**config.mk**
```make
export PLATFORM = sky130hd
export DESIGN_NAME = id_lmsm_seq
export DESIGN_NICKNAME = d
export VERILOG_FILES = /design/src/rtl/isa_pkg.sv /design/src/rtl/lmsm_pick.sv /design/src/rtl/id_lmsm_seq.sv
export SDC_FILE = /design/constraint.sdc
export NUM_CORES = 1
export LEC_CHECK = 0
export CAP_MARGIN = 20
export CORE_UTILIZATION = 45
export CTS_CLUSTER_DIAMETER = 100
export CTS_CLUSTER_SIZE = 10
export DETAILED_ROUTE_END_ITERATION = 7
export PLACE_DENSITY = 0.79
export REMOVE_ABC_BUFFERS = 1
export SYNTH_ARGS = -nofsm -noshare
export SYNTH_HDL_FRONTEND = slang
export SYNTH_SLANG_ARGS = --single-unit
```
**constraint.sdc**
```tcl
create_clock -name clk -period 4 [get_ports clk]
set_clock_uncertainty 0.2 [all_clocks]
set_input_delay 0.4 -clock clk [delete_from_list [all_inputs] [get_ports clk]]
set_output_delay 0.4 -clock clk [all_outputs]
set_load 0.02 [all_outputs]
```
**src/rtl/isa_pkg.sv**
```systemverilog
// ISA constants, field positions and LM/SM sequencer state type.
// Shared by the ID-stage decode blocks.
package isa_pkg;

  localparam logic [3:0] OP_LM = 4'b0110;
  localparam logic [3:0] OP_SM = 4'b0111;

  localparam int OPC_MSB  = 15;
  localparam int OPC_LSB  = 12;
  localparam int RA_MSB   = 11;
  localparam int RA_LSB   = 9;
  localparam int RB_MSB   = 8;
  localparam int RB_LSB   = 6;
  localparam int RC_MSB   = 5;
  localparam int RC_LSB   = 3;
  localparam int IMM6_MSB = 5;
  localparam int IMM9_MSB = 8;
  localparam int MASK_MSB = 7;

  typedef enum logic {
    IDLE = 1'b0,
    SEQ  = 1'b1
  } lmsm_state_e;

  function automatic logic is_lmsm(input logic [3:0] op);
    return (op == OP_LM) || (op == OP_SM);
  endfunction

endpackage

```
**src/rtl/lmsm_pick.sv**
```systemverilog
// Priority picker over an 8-bit register mask.
// Ports: mask_i in; idx_o chosen bit, clr_o one-hot of it, one_o single bit set.
module lmsm_pick #(
  parameter bit ORDER_MSB_FIRST = 1'b0
) (
  input  logic [7:0] mask_i,
  output logic [2:0] idx_o,
  output logic [7:0] clr_o,
  output logic       one_o
);

  always_comb begin
    idx_o = '0;
    if (ORDER_MSB_FIRST) begin
      // later hits overwrite: highest set bit wins
      for (int i = 0; i < 8; i++)
        if (mask_i[i]) idx_o = 3'(i);
    end else begin
      for (int i = 7; i >= 0; i--)
        if (mask_i[i]) idx_o = 3'(i);
    end
    clr_o = (mask_i != '0) ? (8'd1 << idx_o) : 8'd0;
    one_o = (mask_i != '0) &&
            ((mask_i & (mask_i - 8'd1)) == '0);
  end

endmodule

```
**src/rtl/id_lmsm_seq.sv**
```systemverilog
// ID-stage field extract and LM/SM expander into one transfer per cycle.
// Ports: ir_id/valid_id/stall_in/flush in; reg/imm fields, uop flags, hold_ifid out.
module id_lmsm_seq
  import isa_pkg::*;
#(
  parameter bit ORDER_MSB_FIRST = 1'b0
) (
  input  logic        clk,
  input  logic        rst_n,
  input  logic [15:0] ir_id,
  input  logic        valid_id,
  input  logic        stall_in,
  input  logic        flush,
  output logic [2:0]  reg1add_id,
  output logic [2:0]  reg2add_id,
  output logic [2:0]  reg3add_id,
  output logic [5:0]  imm6_id,
  output logic [8:0]  imm9_id,
  output logic        is_lm,
  output logic        is_sm,
  output logic        uop_valid,
  output logic        last_uop,
  output logic        hold_ifid
);

  lmsm_state_e state_q, state_d;
  logic [7:0]  mask_q, mask_d;
  logic [2:0]  ra_q, ra_d;
  logic [2:0]  k_q, k_d;
  logic [3:0]  op_q, op_d;

  logic [3:0]  opc;
  logic        seq;
  logic        micro;
  logic [7:0]  pmask;
  logic [2:0]  pidx;
  logic [7:0]  pclr;
  logic        pone;
  logic        pany;
  logic [3:0]  cur_op;
  logic [2:0]  cur_ra;
  logic [2:0]  cur_k;

  assign opc    = ir_id[OPC_MSB:OPC_LSB];
  assign seq    = (state_q == SEQ);
  assign micro  = seq || (valid_id && is_lmsm(opc));
  assign pmask  = seq ? mask_q : ir_id[MASK_MSB:0];
  assign pany   = (pmask != '0);
  assign cur_op = seq ? op_q : opc;
  assign cur_ra = seq ? ra_q : ir_id[RA_MSB:RA_LSB];
  assign cur_k  = seq ? k_q : 3'd0;

  lmsm_pick #(
    .ORDER_MSB_FIRST(ORDER_MSB_FIRST)
  ) u_pick (
    .mask_i(pmask),
    .idx_o (pidx),
    .clr_o (pclr),
    .one_o (pone)
  );

  always_ff @(posedge clk or negedge rst_n) begin
    if (!rst_n) begin
      state_q <= IDLE;
      mask_q  <= '0;
      ra_q    <= '0;
      k_q     <= '0;
      op_q    <= '0;
    end else begin
      state_q <= state_d;
      mask_q  <= mask_d;
      ra_q    <= ra_d;
      k_q     <= k_d;
      op_q    <= op_d;
    end
  end

  always_comb begin
    state_d    = state_q;
    mask_d     = mask_q;
    ra_d       = ra_q;
    k_d        = k_q;
    op_d       = op_q;
    reg1add_id = ir_id[RA_MSB:RA_LSB];
    reg2add_id = ir_id[RB_MSB:RB_LSB];
    reg3add_id = ir_id[RC_MSB:RC_LSB];
    imm6_id    = ir_id[IMM6_MSB:0];
    imm9_id    = ir_id[IMM9_MSB:0];
    uop_valid  = valid_id;
    last_uop   = 1'b1;
    hold_ifid  = 1'b0;
    is_lm      = 1'b0;
    is_sm      = 1'b0;

    if (micro) begin
      reg1add_id = cur_ra;
      reg2add_id = '0;
      reg3add_id = '0;
      imm6_id    = {3'b000, cur_k};
      imm9_id    = '0;
      uop_valid  = pany;
      last_uop   = pone || !pany;
      hold_ifid  = pany && !pone;
      is_lm      = pany && (cur_op == OP_LM);
      is_sm      = pany && (cur_op == OP_SM);
      if (cur_op == OP_LM) reg3add_id = pidx;
      else                 reg2add_id = pidx;
      if (pany && !pone) begin
        state_d = SEQ;
        mask_d  = pmask & ~pclr;
        ra_d    = cur_ra;
        op_d    = cur_op;
        k_d     = cur_k + 3'd1;
      end else begin
        state_d = IDLE;
        mask_d  = '0;
        k_d     = '0;
      end
    end

    if (stall_in) begin
      state_d   = state_q;
      mask_d    = mask_q;
      ra_d      = ra_q;
      k_d       = k_q;
      op_d      = op_q;
      hold_ifid = 1'b1;
    end

    if (flush) begin
      state_d   = IDLE;
      mask_d    = '0;
      k_d       = '0;
      uop_valid = 1'b0;
      hold_ifid = 1'b0;
    end

    // a squashed slot is not a transfer
    is_lm = is_lm && uop_valid;
    is_sm = is_sm && uop_valid;

    if (!rst_n) begin
      uop_valid = 1'b0;
      hold_ifid = 1'b0;
      is_lm     = 1'b0;
      is_sm     = 1'b0;
      last_uop  = 1'b0;
    end
  end

endmodule

```
# [Word-level counts from Yosys, hierarchy flattened]
# Cells that the tools add are included.
[word_totals] regBits=19 output_inout_bits=29
[op_classes] reduce_logical=17 n_bitwise=4 n_shift=1 addsub=2 mux=45 eq_ne=5
[op_table] op="$mux W3" n=19
[op_table] op="$mux W8" n=6
[op_table] op="$mux W1" n=17
[op_table] op="$and A8 B8 Y8" n=2
[op_table] op="$eq A4 B3 Y1 const B" n=4
[op_table] op="$mux W9" n=1
[op_table] op="$logic_not A8 Y1" n=1
[op_table] op="$not A8 Y8" n=1
[op_table] op="$reduce_bool A8 Y1" n=1
[op_table] op="$shl A1 B3 Y8 const A" n=1
[op_table] op="$sub A8 B1 Y8 const B" n=1
[op_table] op="$logic_and A1 B1 Y1" n=7
[op_table] op="$mux W6" n=1
[op_table] op="$mux W4" n=1
[op_table] op="$add A3 B1 Y3 const B" n=1
[op_table] op="$logic_or A1 B1 Y1" n=3
[op_table] op="$reduce_and A3 Y1" n=1
[op_table] op="$logic_not A1 Y1" n=2
[op_table] op="$ne A2 B1 Y1 const B" n=1
[op_table] op="$reduce_and A2 Y1" n=1
[op_table] op="$reduce_bool A2 Y1" n=1
[op_table] op="$not A1 Y1" n=1

# [Depth between registers and ports, before layout]
# Gate-level depths: netlist of run 1.
[logic_depth] word_depth=17 mapped_depth=9 ltp_nobuf=6

# [By module]
# Synthesis of run 1 repeated with hierarchy kept, for this count alone.
[hier_totals] cells_unflattened=194 hier_area_um2=1594.0
[modules_own_cells] module="id_lmsm_seq" area_each_um2=1380.1 n_inst=1 cells_per_inst=158
[modules_own_cells] module="lmsm_pick" area_each_um2=214.0 n_inst=1 cells_per_inst=36

# [Worst setup path after synthesis of run 1]
# OpenSTA, ideal clock, no wires.
[synth_timing] path_kind="flip-flop to output port" from="register state_q, in the netlist seq" to="output is_sm" path_stages_with_launch=8 path_slack_ns=1.371 arrival_time_ns=2.029 path_cell_list="dfrtp_1 -> buf_6 -> buf_6 -> nor3b_2 -> nor2_2 -> nor3_1 -> nor2_2 -> nor4b_1"
[synth_via] elab_chain_len=6 elab_cells_between_ends=11 classes_between="1 x eq/ne; 6 x mux; 4 x reduce/logical"
[synth_lines] element="start: declaration" line="id_lmsm_seq.sv:26" text="lmsm_state_e state_q, state_d;"
[synth_lines] element="start signal: assignment" line="id_lmsm_seq.sv:70" text="state_q <= state_d;"
[synth_lines] element="$mux W8 / $mux W4 (equally long branches)" line="id_lmsm_seq.sv:47, id_lmsm_seq.sv:49"
[synth_lines] element="$reduce_bool A8 Y1 / $eq A4 B3 Y1 (equally long branches)" line="id_lmsm_seq.sv:48, id_lmsm_seq.sv:105"
[synth_lines] element="$mux W1 / $logic_and A1 B1 Y1 (equally long branches)" line="id_lmsm_seq.sv:95, id_lmsm_seq.sv:105"
[synth_lines] element="$mux W1 (on tied branches)" line="id_lmsm_seq.sv:130, id_lmsm_seq.sv:95"
[synth_lines] element="$logic_and A1 B1 Y1 (*)" line="id_lmsm_seq.sv:140" text="is_sm = is_sm && uop_valid;"
[synth_lines] element="$mux W1 (*)" line="id_lmsm_seq.sv:142" text="if (!rst_n) begin"
[synth_lines] element="end: declaration" line="id_lmsm_seq.sv:20" text="output logic is_sm,"
# Every way passes the cells marked *; elsewhere a longest branch is shown, timed or not.

# [Worst setup path in the final report of run 1]
[layout_timing] from="register state_q, in the netlist seq" to="output last_uop"
[layout_via] elab_chain_len=8 elab_cells_between_ends=11 classes_between="1 x add/sub; 3 x mux; 1 x bitwise; 6 x reduce/logical"
[layout_lines] element="$mux W8" line="id_lmsm_seq.sv:47" text="assign pmask = seq ? mask_q : ir_id[MASK_MSB:0];"
[layout_lines] element="$sub A8 B1 Y8" line="lmsm_pick.sv:24" text="((mask_i & (mask_i - 8'd1)) == '0);"
[layout_lines] element="$and A8 B8 Y8" line="lmsm_pick.sv:24"
[layout_lines] element="$logic_not A8 Y1" line="lmsm_pick.sv:24"
[layout_lines] element="$logic_and A1 B1 Y1" line="lmsm_pick.sv:23" text="one_o = (mask_i != '0) &&"
[layout_lines] element="$logic_or A1 B1 Y1" line="id_lmsm_seq.sv:102" text="last_uop = pone || !pany;"
[layout_lines] element="$mux W1 (*)" line="id_lmsm_seq.sv:95" text="if (micro) begin"
[layout_lines] element="$mux W1 (*)" line="id_lmsm_seq.sv:142"
[layout_lines] element="end: declaration" line="id_lmsm_seq.sv:22" text="output logic last_uop,"
# Marked as above.

==> results by group, run 1 <==
Status
  – Run status: completed

Clocking
  – CTS Sinks: 19
  – Latest clock arrival within the worst-skew pair: 310 ps
  – Setup bufs post-CTS: 0
  – CTS clk-pin slew, worst paths: 130 ps
  – CTS tree: yes
  – CTS H-tree lvls: 1
  – Post-CTS sizing: 0
  – Num CTS Buffers: 3
  – CTS Hold Bufs: 0
  – CTS Buffer Depth: 2
  – Clock root buffer: clkbuf_4

Placement
  – Port bufs: 49
  – Post-DP HPWL: 3292 um
  – Gpl congestion: 0.9169

Setup path
  – Worst EP required: 3400 ps
  – Worst path slowest cell: dfrtp_1
  – CP cell instances: buf_12 -> mux2_2 -> o21bai_1 -> a21oi_1 -> o211ai_4 -> nand2_1 -> and2_1 -> clkdlybuf4s50_1
  – Type of the worst setup path: register to output port
  – Slowest stage delay, CP: 690 ps
  – Startpoint types: register
  – CP endpoint kind: output port
  – Critical path fanouts, max: 19
  – Flop-to-flop setup slack: 1250 ps
  – CP arrival: 3050 ps

Floorplan
  – Row count: 20
  – DIE HEIGHT: about 60 um
  – Die area: ~0.0036 mm^2
  – Die X-Extent: 60.10 um
  – I/O pin count: 50
  – Core area: about 0.0031 mm^2
  – Initial core utilization: 0.4856

Power and ir drop
  – Clock power share: 0.202
  – Max VDD drop: 0.1972 mV
  – Leakage Power: 0.0007970 uW
  – Internal power: 345.8 uW
  – Psw: between 150 and 200 uW
  – Sequential power share: 0.435
  – Sw frac: 0.3346
  – Power Density: 250.9 mW/mm^2
  – Overall power: 519.6 uW
  – Combinational power share: 0.363

GRT
  – GRT Max-Usage Layer: met2
  – First-pass GRT wire length: 6417 um
  – Initial antenna violation count: 0
  – Vias in the first global route: 1381
  – Pin count of the biggest net entering global routing: 22
  – GR Util met1: 0.3090
  – GR Util met3: 0.02165
  – GRT met2 Usage: 0.4160
  – Global Route Usage Sum: 0.2396
  – Grt ovf: 0

STA
  – Slew HR: 0.4510
  – Post-Route Setup TNS: 0 ps
  – Setup violators final: 0
  – Fmax: 0.2739 GHz
  – Final Hold Fails: 0
  – Tmin final: 3651 ps
  – Unrepaired setup endpoints after global routing: false
  – Final slew viol count: 0
  – Final worst path period share: 0.9128
  – Slew @ Worst Pin: about 800 ps

Finish
  – Share of layout cells above drive strength 1: 0.1619
  – ANT cells: 0
  – Fillers: roughly 270
  – Layout area overhead: 36.33%
  – Nets: 233

Routing
  – Final ANT Viol Nets: 0
  – DRC Markers: 0
  – Drt initial violations: 70
  – Pre-Repair DR Iteration Count: 4
  – Wire length per cell: ~16 um
  – Via count: 1425
  – Routed WL: ~4100 um
  – Via-per-instance ratio: 5.610

Job
  – Max Cap Viol: 0

Synthesis
  – Post-synthesis cell type count: 45
  – Synth warnings: 0
  – Register area share after synthesis: 0.3130
  – Synth Area per Inst: 9.319 um^2
  – Seq cells post-synth: 19
  – Async S/R FF share, synth: 1.000
  – Main synth FF type: dfrtp_1
  – Post-Syn Area: 0.001519 mm^2
  – Synthesized instance count: 163
  – EDFF count, synth: 0

Min path
  – Class of the worst hold path: input pin to asynchronous set/reset pin
==> synthesized netlist by cell type (2+ instances only) <==
cell,count,area (um^2)
a32o_1,3,30.03
inv_1,5,18.77
o41ai_2,2,32.53
o22ai_1,3,18.77
o21bai_1,8,60.06
buf_6,2,22.52
clkbuf_1,2,7.510
nor2b_1,3,18.77
buf_2,2,10.01
mux2_2,6,67.56
nor3b_2,3,37.54
nor2_1,10,37.54
mux2i_1,4,40.04
or2_2,3,18.77
o21ai_1,2,10.01
nand3_1,2,10.01
mux2_4,4,60.06
o32a_1,3,30.03
o21ai_0,3,15.01
and2_1,13,81.33
buf_4,3,22.52
nor2_2,2,12.51
o31ai_1,4,30.03
a21oi_1,6,30.03
a31oi_1,5,31.28
nand2_1,14,52.55
nand2b_1,6,37.54
nor3_1,5,25.02
dfrtp_1,19,475.5
==> per-layer routing <==
layer | routed length [um] | share of wire | vias to the layer above
li1 | - | - | 693
met1 | 1882 | 0.46 | 671
met2 | 2014 | 0.49 | 57
met3 | 177 | 0.043 | 4
met4 | 38 | 0.0092 | 0
met5 | 0 | 0 | -
==> flip-flops by register name (all words and copies together) (netlist names) <==
signal and flops:
ra_q 3, seq 1, k_q 3, mask_q 8, op_q 4
==> cells in the final DEF (no fill, tap or decap), types with 3 or more instances in the layout <==
| cell type | netlist | layout |
|---|---|---|
| nand2_1 | 14 | 14 |
| nor2_1 | 10 | 10 |
| mux2_2 | 6 | 6 |
| a32o_1 | 3 | 3 |
| or2_2 | 3 | 3 |
| mux2_4 | 4 | 4 |
| nor3_1 | 5 | 5 |
| a31oi_1 | 5 | 5 |
| nand2b_1 | 6 | 6 |
| a21oi_1 | 6 | 6 |
| o32a_1 | 3 | 3 |
| o21ai_0 | 3 | 3 |
| clkbuf_4 | 0 | 3 |
| o31ai_1 | 4 | 4 |
| o21bai_1 | 8 | 8 |
| nor2b_1 | 3 | 3 |
| mux2i_1 | 4 | 4 |
| and2_1 | 13 | 13 |
| buf_4 | 3 | 3 |
| inv_1 | 5 | 5 |
| clkdlybuf4s50_1 | 0 | 49 |
| nor3b_2 | 3 | 3 |
| o22ai_1 | 3 | 3 |
| dfrtp_1 | 19 | 19 |
==> through the flow <==
stage	instance area [um^2]	cells	hold slack (ps)	setup slack [ps]	util
after global placement	2033	249	254.7	595.2	0.6500
final	2071	254	205.9	348.6	0.6620
after floorplan	1453	153	-95.59	910.7	-
after global routing	2071	254	232.3	184.2	0.6620
after CTS	2063	253	208.1	366.4	0.6596
after detailed placement	2033	249	267.8	583.8	0.6500
==> power by group through the flow <==
stage	Sequential [uW]	Combinational [uW]	Clock, uW
finish	226	189	105
global route	228	201	114
CTS	226	189	108
detailed placement	230	188	0
global placement	227	184	0
floorplan	226	104	0
==> final cells by class <==
class,count,area [um^2],area share
Inverter,5,18.77,0.009063
Clock buffer,3,22.52,0.01088
Multi-Input combinational cell,129,958.4,0.4628
Clock inverter,1,7.507,0.003625
Sequential cell,19,475.5,0.2296
Tap cell,44,55.05,0.02659
Timing Repair Buffer,53,533.0,0.2574
==> worst paths after layout <==
kind,endpoint,startpoint,cells past startpoint
max,last_uop,seq$_DFFE_PN0P_,8
min,op_q[1]$_DFFE_PN0P_,rst_n,2
max reg2reg,ra_q[0]$_DFFE_PN0P_,seq$_DFFE_PN0P_,7
min reg2reg,k_q[0]$_DFFE_PN0P_,k_q[0]$_DFFE_PN0P_,2
max in group asynchronous,mask_q[2]$_DFFE_PN0P_,rst_n,2
min in group clk,k_q[0]$_DFFE_PN0P_,k_q[0]$_DFFE_PN0P_,2
==> worst max-delay path, delay by kind of cell, from the launching register on <==
family	cells	cell delay [ps]
AOI/OAI and AO/OA	3	610
buffers and inverters	2	820
DFF	1	690
muxes	1	390
and+or+nand+nor	2	250
==> cells by family after synthesis <==
group / count (synthesis) / share of synthesized area
adder cells (fa/ha/maj): 1 / 0.008236
XOR/XNOR: 1 / 0.005767
multiplexers: 15 / 0.1178
AO/OA/AOI/OAI: 45 / 0.2405
buffers and inverters: 15 / 0.05601
AND/OR/NAND/NOR: 67 / 0.2587
flip-flops: 19 / 0.3130
(Power assumes the default switching activity.)
==> inputs of run 2 (changes only) <==
--- a/config.mk
+++ b/config.mk
@@ -10,6 +10,7 @@
 export CTS_CLUSTER_DIAMETER = 100
 export CTS_CLUSTER_SIZE = 10
 export DETAILED_ROUTE_END_ITERATION = 7
+export GPL_TIMING_DRIVEN = 0
 export PLACE_DENSITY = 0.79
 export REMOVE_ABC_BUFFERS = 1
 export SYNTH_ARGS = -nofsm -noshare
==> run 2 against run 1 <==
Combinational power down 3%. Cell area decreased by 1.6%. Final cell count is 1.2% lower. Die area is the same. Critical path depth decreased by 1. Utilization decreased by 1.1 points. Sequential share of layout area up 0.44 points.
==> results by group, run 2 (same netlist as run 1, synthesis figures left out) <==
Routing
  – Pre-Repair DR Iteration Count: 4 (unchanged)
  – Drt initial violations: 45 (-36%)
  – DRC Markers: 0 (unchanged)
  – Routed WL: 3842 um (-6.6%)
  – Wire length per cell: 15.31 um (-5.5%)
  – Via count: 1423 (-0.14%)
  – Via-per-instance ratio: 5.669 (+1.1%)
  – Final ANT Viol Nets: 0 (unchanged)

Setup path
  – Worst path slowest cell: dfrtp_2
  – WP buf/inv: 1 (-1)
  – CP arrival: 3100 ps (+50 ps)
  – CP endpoint kind: output port
  – CP cell instances: nor3b_2 -> o22ai_1 -> a221oi_2 -> o211ai_4 -> nand2_1 -> and2_1 -> clkdlybuf4s50_1
  – Startpoint types: register
  – Slowest stage delay, CP: 820 ps (+130 ps)
  – Worst EP required: 3400 ps (about the same)
  – Critical path fanouts, max: 36 (+17)
  – Type of the worst setup path: register to output port
  – Delay-heaviest family, CP: flip-flops

GRT
  – Vias in the first global route: 1275 (-7.7%)
  – Initial antenna violation count: 0 (unchanged)
  – First-pass GRT wire length: 6065 um (-5.5%)
  – Global Route Usage Sum: 0.2290 (-0.01058)
  – Pin count of the biggest net entering global routing: 37 (+68%)
  – Grt ovf: 0 (unchanged)

Floorplan
  – Die area: 0.003612 mm^2 (unchanged)
  – Die X-Extent: 60.10 um (unchanged)
  – I/O pin count: 50 (unchanged)
  – Row count: 20 (unchanged)
  – Core area: 0.003128 mm^2 (unchanged)
  – Initial core utilization: 0.4856 (unchanged)
  – DIE HEIGHT: 60.10 um (unchanged)

Finish
  – Top reg by flops: mask_q
  – Top Registers: mask_q (8), op_q (4)
  – Largest register FFs: 8 (unchanged)
  – Layout area overhead: 34.10%
  – Most common cell after layout, fill and taps aside: clkdlybuf4s50_1
  – Sequential cell area: 476.7 um^2 (+0.26%)
  – Multi-input gate area: 958.4 um^2 (unchanged)
  – ANT cells: 0 (unchanged)
  – Fillers: 279 (+4.9%)
  – Nets: 230 (-1.3%)
  – Commonest non-fill, non-tap cells in the layout: clkdlybuf4s50_1 (49), dfrtp_1 (18), nand2_1 (14), and2_1 (13), nor2_1 (10)
  – Finished Layout Cells: 251 (-1.2%)
  – Share of layout cells above drive strength 1: 0.1546 (-0.007315)

STA
  – Final worst path period share: 0.9249 (+0.01205)
  – Final Hold Fails: 0 (unchanged)
  – Final slew viol count: 0 (unchanged)
  – Tmin final: 3700 ps (+48.21 ps)
  – Hold slack: 284.8 ps (+78.89 ps)
  – Post-Route Setup TNS: 0 ps (unchanged)
  – Setup violators final: 0 (unchanged)
  – Slew @ Worst Pin: 937.4 ps (+116.9 ps)
  – Slew HR: 0.3731 (-0.07789)
  – Fmax: 0.2703 GHz (-1.3%)
  – Unrepaired setup endpoints after global routing: false

Power and ir drop
  – Leakage Power: 0.0007771 uW (-2.5%)
  – Psw: 168.7 uW (-3.0%)
  – Overall power: 512.6 uW (-1.4%)
  – Sw frac: 0.3291 (-0.005425)
  – Power Density: 251.6 mW/mm^2 (+0.28%)
  – Combinational power share: 0.357 (-0.006)
  – Sequential power share: 0.441 (+0.006)
  – Clock power share: 0.202 (about the same)
  – Max VDD drop: 0.2219 mV (+13%)
  – Internal power: 343.9 uW (-0.55%)

Clocking
  – CTS tree: yes
  – Latest clock arrival within the worst-skew pair: 300 ps (about the same)
  – CTS Buffer Depth: 2 (unchanged)
  – CTS H-tree lvls: 1 (unchanged)
  – Clock root buffer: clkbuf_4
  – Num CTS Buffers: 3 (unchanged)
  – CTS clk-pin slew, worst paths: 120 ps (about the same)
  – CTS Hold Bufs: 0 (unchanged)
  – CTS Sinks: 19 (unchanged)

Status
  – Run status: completed

Min path
  – Class of the worst hold path: register to register

Placement
  – Post-Place Cells: 246 (-1.2%)
  – Gpl congestion: 0.9613 (+4.8%)
  – Port bufs: 49 (unchanged)
  – Post-DP HPWL: 2898 um (-12%)

Job
  – Max Cap Viol: 0 (unchanged)
-- run 2: power groups by stage --
stage	clock, uW	sequential (uW)	combinational (uW)
after CTS	104	226	183
after global placement	0	228	179
after global routing	113	229	197
final	103	226	183
after detailed placement	0	229	182
after floorplan	0	226	104
-- run 2: worst reg2reg max path: cells and delay by family (launching register included) --
kind | cells | cell delay (ps)
AOI/OAI and AO/OA | 3 | 790
and+or+nand+nor | 2 | 580
muxes | 1 | 320
DFF | 1 | 820
-- run 2: worst paths after layout --
kind | cells after the start | slack [ps] | startpoint | end
hold reg to reg | 1 | 280 | op_q[1]$_DFFE_PN0P_ | op_q[1]$_DFFE_PN0P_
hold / removal | 1 | 280 | op_q[1]$_DFFE_PN0P_ | op_q[1]$_DFFE_PN0P_
setup / recovery | 7 | 300 | seq$_DFFE_PN0P_ | last_uop
setup reg to reg | 6 | 1200 | seq$_DFFE_PN0P_ | ra_q[1]$_DFFE_PN0P_
min in group asynchronous | 1 | 410 | rst_n | ra_q[2]$_DFFE_PN0P_
max in group asynchronous | 1 | 2560 | rst_n | seq$_DFFE_PN0P_
-- run 2: what timing repair did --
item                       4_1_cts  5_1_grt
setup buffers                    0        0
setup endpoints to repair        4        0
resized for setup                1        0
-- run 2: cell type report --
| type | count | area share |
|---|---|---|
| Clock buffer | 3 | 0.01106 |
| Clock inverter | 1 | 0.003686 |
| Inverter | 5 | 0.009214 |
| Multi-Input combinational cell | 129 | 0.4705 |
| Sequential cell | 19 | 0.2340 |
| Tap cell | 44 | 0.02703 |
| Timing Repair Buffer | 50 | 0.2445 |
-- run 2: stage by stage --
stage                       util  instance area (um^2)  setup WS (ps)
after CTS                 0.6488                  2029          280.2
after global routing      0.6512                  2037          78.73
after detailed placement  0.6388                  1998          254.2
final                     0.6512                  2037          300.4
after global placement    0.6388                  1998          257.3
after floorplan                -                  1453          910.7
-- run 2: routing by layer --
metal | track usage | up-vias | wire length (um)
met1 | 0.2995 | 681 | 1811
met5 | 0 | - | 0
met4 | 0.08306 | 0 | 53
met2 | 0.3815 | 45 | 1845
li1 | - | 691 | -
met3 | 0.03247 | 6 | 132
==> inputs of run 3 (changes only) <==
--- a/config.mk
+++ b/config.mk
@@ -13,6 +13,7 @@
 export GPL_TIMING_DRIVEN = 0
 export PLACE_DENSITY = 0.79
 export REMOVE_ABC_BUFFERS = 1
+export SKIP_CTS_REPAIR_TIMING = 1
 export SYNTH_ARGS = -nofsm -noshare
 export SYNTH_HDL_FRONTEND = slang
 export SYNTH_SLANG_ARGS = --single-unit
==> run 3 against run 2 <==
Critical path depth increased by 1. Flip-flop and latch count is the same. Largest power group unchanged. Die area unchanged. Register-to-register slack better by 140 ps. Cell area increased by 1.3%. Sequential share of layout area decreased by 0.36 points. Routed wire length rose by 0.81%. First-iteration DRC count shrank 24%. Largest cell class unchanged. Total power up 0.28%. Clock-buffer cell count stayed put. Via count grew 0.77%. Utilization up 0.84 points.
==> results by group, run 3 (same netlist as run 1, synthesis figures left out) <==
Routing
  – Via count: 1434 (+0.77%)
  – Via-per-instance ratio: 5.690 (+0.37%)
  – Pre-Repair DR Iteration Count: 4 (unchanged)
  – Final ANT Viol Nets: 0 (unchanged)
  – Routed WL: 3873 um (+0.81%)
  – Wire length per cell: 15.37 um (+0.41%)
  – Drt initial violations: 34 (-24%)
  – DRC Markers: 0 (unchanged)

STA
  – Slew HR: 0.3852 (+0.01211)
  – Final worst path period share: 0.8898 (-0.03511)
  – Unrepaired setup endpoints after global routing: false
  – Final Hold Fails: 0 (unchanged)
  – Setup violators final: 0 (unchanged)
  – Slew @ Worst Pin: 919.3 ps (-18.11 ps)
  – Tmin final: 3559 ps (-140.5 ps)
  – Post-Route Setup TNS: 0 ps (unchanged)
  – Final slew viol count: 0 (unchanged)
  – Fmax: 0.2810 GHz (+3.9%)

GRT
  – Grt ovf: 0 (unchanged)
  – Initial antenna violation count: 0 (unchanged)
  – First-pass GRT wire length: 6065 um (unchanged)
  – Pin count of the biggest net entering global routing: 37 (unchanged)
  – Global Route Usage Sum: 0.2290 (unchanged)
  – Vias in the first global route: 1275 (unchanged)

Finish
  – Nets: 231 (+0.43%)
  – Final core utilization: 0.6596 (+0.008400)
  – Top reg by flops: mask_q
  – Largest register FFs: 8 (unchanged)
  – Commonest non-fill, non-tap cells in the layout: clkdlybuf4s50_1 (49), dfrtp_1 (19), nand2_1 (14), and2_1 (13), nor2_1 (10)
  – ANT cells: 0 (unchanged)
  – Top Registers: mask_q (8), op_q (4)
  – Most common cell after layout, fill and taps aside: clkdlybuf4s50_1
  – Layout area overhead: 35.83%
  – Fillers: 276 (-1.1%)
  – Share of layout cells above drive strength 1: 0.1538 (-0.0007432)

Power and ir drop
  – Leakage Power: 0.0007901 uW (+1.7%)
  – Max VDD drop: 0.2224 mV (+0.20%)
  – Power Density: 249.1 mW/mm^2 (-0.99%)

Setup path
  – Delay-heaviest family, CP: buffers and inverters
  – Startpoint types: register
  – Worst path slowest cell: clkdlybuf4s50_1
  – Worst EP required: 3400 ps (about the same)
  – Slowest stage delay, CP: 600 ps (-220 ps)
  – Type of the worst setup path: register to output port
  – Critical path fanouts, max: 30 (-17%)
  – CP endpoint kind: output port
  – R2R cell count: 7 (+1)
  – WP buf/inv: 2 (+1)
  – CP cell instances: buf_16 -> nor3b_2 -> o22ai_1 -> a221oi_2 -> o211ai_4 -> nand2_1 -> and2_1 -> clkdlybuf4s50_1
  – Worst r2r dst: ra_q[1]$_DFFE_PN0P_
  – CP arrival: 2960 ps (-140 ps)
  – Flop-to-flop setup slack: 1340 ps (+140 ps)
  – R2R Path Start: seq$_DFFE_PN0P_

Clocking
  – CTS clk-pin slew, worst paths: 120 ps (about the same)
  – CTS Sinks: 19 (unchanged)
  – Latest clock arrival within the worst-skew pair: 300 ps (about the same)
  – Num CTS Buffers: 3 (unchanged)
  – CTS tree: yes
  – CTS H-tree lvls: 1 (unchanged)
  – Clock root buffer: clkbuf_4
  – CTS Buffer Depth: 2 (unchanged)

Floorplan
  – Initial core utilization: 0.4856 (unchanged)
  – Row count: 20 (unchanged)
  – DIE HEIGHT: 60.10 um (unchanged)
  – Die area: 0.003612 mm^2 (unchanged)
  – Die X-Extent: 60.10 um (unchanged)
  – I/O pin count: 50 (unchanged)
  – Core area: 0.003128 mm^2 (unchanged)

Placement
  – Gpl congestion: 0.9613 (unchanged)
  – Post-DP HPWL: 2898 um (unchanged)
  – Port bufs: 49 (unchanged)

Min path
  – Worst hold start: op_q[1]$_DFFE_PN0P_
  – Hold Path Sink: op_q[1]$_DFFE_PN0P_
  – Hold path depth: 1 (unchanged)
  – Class of the worst hold path: register to register

Job
  – Max Cap Viol: 0 (unchanged)

Status
  – Run status: completed
run 3: cell types whose count changed in the layout (fill, tap and decap cells not counted):
cell,change
dfrtp_2,-1
buf_16,+1
dfrtp_1,+1
run 3: how the worst max path moves through the flow:
| stage | from | end | slack, ps | cells past startpoint |
|---|---|---|---|---|
| global route | seq$_DFFE_PN0P_ | is_sm | 250 | 7 |
| global placement | seq$_DFFE_PN0P_ | last_uop | 260 | 7 |
| detailed placement | seq$_DFFE_PN0P_ | last_uop | 250 | 7 |
| CTS | seq$_DFFE_PN0P_ | last_uop | -120 | 7 |
| finish | seq$_DFFE_PN0P_ | last_uop | 440 | 8 |
| floorplan | seq$_DFFE_PN0P_ | is_sm | 910 | 5 |
run 3: layout make-up:
cell class	count	area [um^2]	area share
clock buffers	3	22.52	0.01092
clock inverters	1	7.507	0.003639
inverters	5	18.77	0.009096
multi-input cells	129	958.4	0.4645
flip-flops and latches	19	475.5	0.2304
well taps	44	55.05	0.02668
repair buffers	51	525.5	0.2547
run 3: metrics by stage:
stage	hold WS, ps	cell area, um^2	instances	setup slack (ps)	total power, uW
after CTS	286.1	2028	250	-117.1	513.5
after global placement	252.2	1998	246	257.3	407.3
after global routing	314.7	2063	252	255.0	540.9
after detailed placement	259.4	1998	246	254.2	411.5
final	285.0	2063	252	440.9	514.0
after floorplan	-95.59	1453	153	910.7	329.4
run 3: report_power, final:
group          leakage, uW  switching [uW]  internal [uW]  total [uW]
registers         0.000247            12.1            212         224
clock network    0.0000139            65.4           38.1         103
logic             0.000529            91.4           95.2         187
run 3: metal layers:
metal | part of all wire | up-vias | track usage | wire length, um
met2 | 0.48 | 61 | 0.3815 | 1840
li1 | - | 694 | - | -
met4 | 0.013 | 0 | 0.08306 | 50
met1 | 0.45 | 673 | 0.2995 | 1751
met5 | 0 | - | 0 | 0
met3 | 0.059 | 6 | 0.03247 | 230
